<file path="config.mk">
export PLATFORM = sky130hd
export DESIGN_NAME = sat_counter
export DESIGN_NICKNAME = d
export VERILOG_FILES = /design/src/rtl/sat_counter.sv
export SDC_FILE = /design/constraint.sdc
export NUM_CORES = 1
export LEC_CHECK = 0
export BUFFER_PORTS_ARGS = -buffer_cell sky130_fd_sc_hd__buf_2
export CAP_MARGIN = 10
export CORE_AREA = 2 2 39 41
export CTS_BUF_LIST = sky130_fd_sc_hd__clkbuf_16
export DETAILED_ROUTE_END_ITERATION = 8
export DIE_AREA = 0 0 41 43
export GPL_ROUTABILITY_DRIVEN = 1
export PLACE_DENSITY = 0.5
export SYNTH_ARGS = -nofsm -noshare
export SYNTH_HDL_FRONTEND = slang
export SYNTH_SLANG_ARGS = --single-unit
</file>
<file path="constraint.sdc">
create_clock -name clk_in -period 2.7 [get_ports clk_in]
set_clock_uncertainty 0.15 [all_clocks]
set_input_delay 0.405 -clock clk_in [delete_from_list [all_inputs] [get_ports clk_in]]
set_output_delay 0.405 -clock clk_in [all_outputs]
set_load 0.02 [all_outputs]
</file>
<file path="src/rtl/sat_counter.sv">
// Up-counter that sticks at all-ones; clear has priority over increment.
module sat_counter #(
  parameter int WIDTH = 8
) (
  input  logic             clk_in,
  input  logic             rst_in,
  input  logic             clr_in,
  input  logic             inc_in,
  output logic [WIDTH-1:0] count_out
);

  localparam logic [WIDTH-1:0] MAX_VAL = '1;

  logic [WIDTH-1:0] r_count;

  // NOTE: reset is synchronous here, so it sits inside the clocked branch rather than in the sensitivity list.
  always_ff @(posedge clk_in) begin
    if (rst_in || clr_in) begin
      r_count <= '0;
    end else if (inc_in && (r_count != MAX_VAL)) begin
      // NOTE: state registers use non-blocking assignments so every flop samples pre-edge values.
      r_count <= r_count + WIDTH'(1);
    end
  end

  assign count_out = r_count;

endmodule

</file>
==> reports/metrics.cfg <==
[status]
status=completed

[sta]
slew_headroom=0.668
worst_pin_slew_ps=496
drv_slew=0
rsz0062_at_grt=no
timing.setup.tns_ps=0
hold_viol_final=0
max_freq_mhz=633
setup_slack_ps=1120
fin_crit_ps=1580
period_share=0.585
finalSetupViolCount=0

[critical_path]
reg2reg_depth=4
path_cells=ha_1 > nand3_1 > or4_1 > and3_1
slowest_delay_ps=390
crit_cells=4
critical_path.top_delay_family=simple AND/OR/NAND/NOR gates
startpoint_type=flop
timing_worst_setup_path_type=flop to flop
cp_slowest_cell=or4_1
crit_arrival_ps=1550
cp.required_ps=2670
crit_fanout=5
cp-end-kind=flop
cp_num_buf_inv=0

[grt]
grt_use_total=0.141
grt_max_degree=9
overflow=0
grt_pass1_wl_mm=1.59
grt_pass1_vias=361
antenna_found_initial=0

[routing]
viasPerCell=5.06
drt_iter0_drc=1
dr.pass1.iters=2
vias=390
postRouteAntennaNets=0
drc_errors=0
finalWirelength_um=950
wl_per_cell_um=12.3

[clock_tree]
clkLatencyLatePin_ps=230
cts.sinks=8
postCtsSetupBuffers=0
path_clk_slew_ps=40
cts_hold_buffers=0
tritoncts=done
h-tree-depth=1
cts_buffer_depth=2
root_buffer=clkbuf_16
cts_resized=0
tritoncts.num_buffers=3

[place]
portBuffers=11
placed_area_um2=492
dp_worst_setup_slack_ps=1140
globalplace.congestion=0.732
hpwl_um=687
dp.cells=74

[cells_and_area]
final_core_util=0.410
stdcell_count=77
drive_gt1_frac=0.295
final_cell_area_um2=567
area_growth_pct=34.4
diodes=0
fillers=145
nets=68
largest_reg_flops=8

[power_and_ir_drop]
vdd_drop_max_mv=0.311
p_per_area_nw_per_um2=672
p_leak_uw=0.000251

[synthesis]
syn_avg_cell_area_um2=8.78
yosys_warnings=0
syn_nets=53
syn_area_um2=422
synthCells=48
seq_area_frac_synth=0.380
ys_ff_latch=8
yosysUniqueCellTypes=23

[floorplanning]
rows=14
dieArea_um2=1760
dieHeight_um=43
die_x_um=41
io_pins=12
initial_core_util=0.305
core_um2=1380

[run]
cap_violations=0

[worst_hold_path]
whs_path_depth=2
hold_path.class=input port to flop

cell type report:
| cell class | count | area [um^2] | share of cell area |
|---|---|---|---|
| clock buffer | 3 | 75.1 | 0.132 |
| multi-input combinational | 38 | 253 | 0.446 |
| sequential | 8 | 160 | 0.283 |
| inverter | 1 | 3.75 | 0.00662 |
| timing repair buffer | 11 | 55.1 | 0.0971 |
| tap | 16 | 20.0 | 0.0353 |
cells by family (layout without fill, tap and decap cells):
kind of cell / count (synthesis) / count (layout) / share of synthesized area
compound gates: 9 / 9 / 0.136
simple gates: 24 / 24 / 0.338
flops: 8 / 8 / 0.380
buf+inv: 2 / 15 / 0.0208
fa+ha+maj: 1 / 1 / 0.0297
mux: 4 / 4 / 0.0950
cells in the mapped netlist, drive strengths merged:
master	number	area share
dfxtp	8	0.38
nand2	7	0.062
a21oi	5	0.059
mux2i	4	0.095
or3	3	0.047
a21boi	2	0.045
and3	2	0.030
and3b	2	0.042
and4	2	0.045
nand3	2	0.024
nand4	2	0.030
and2	1	0.018
buf	1	0.012
ha	1	0.030
inv	1	0.0089
nor2	1	0.0089
nor4	1	0.015
o2111ai	1	0.021
o21ai	1	0.012
or4	1	0.018
worst register-to-register path: cells and delay by family, from the launching register on:
kind | cells | cell delay, ps
AND/OR/NAND/NOR | 3 | 690
flip-flops | 1 | 380
adder cells (fa/ha/maj) | 1 | 250
metrics by stage:
step / hold WS (ps) / total power [uW]
detailed placement: 330 / 136
global placement: 327 / 136
finish: 246 / 381
floorplan: 333 / 130
global route: 277 / 401
CTS: 240 / 391
metal layers:
| layer | vias up | routed length, um | global-route usage |
|---|---|---|---|
| met1 | 173 | 469 | 0.172 |
| met2 | 7 | 435 | 0.197 |
| met3 | 2 | 34 | 0.0471 |
| met4 | 0 | 12 | 0.100 |
| met5 | - | 0 | 0 |
| li1 | 208 | - | - |
report_power, final:
| group | total [uW] | internal (uW) | switching [uW] |
|---|---|---|---|
| combinational | 13.7 | 5.72 | 8.00 |
| clock | 246 | 191 | 55.6 |
| sequential | 121 | 120 | 1.10 |
worst paths after layout:
kind | startpoint | endpoint | slack (ps)
min | rst_in | count_out[2] | 250
max | count_out[0] | count_out[6] | 1120
max reg2reg | count_out[0] | count_out[6] | 1120
min reg2reg | count_out[1] | count_out[1] | 340
layout by cell type (no fill, tap or decap), types with 2 or more instances in the layout:
master     count
buf_2         11
dfxtp_1        8
nand2_1        7
a21oi_1        5
mux2i_1        4
clkbuf_16      3
and3_1         2
nand3_1        2
or3_1          2
and3b_1        2
nand4_1        2
(Power assumes the default switching activity.)
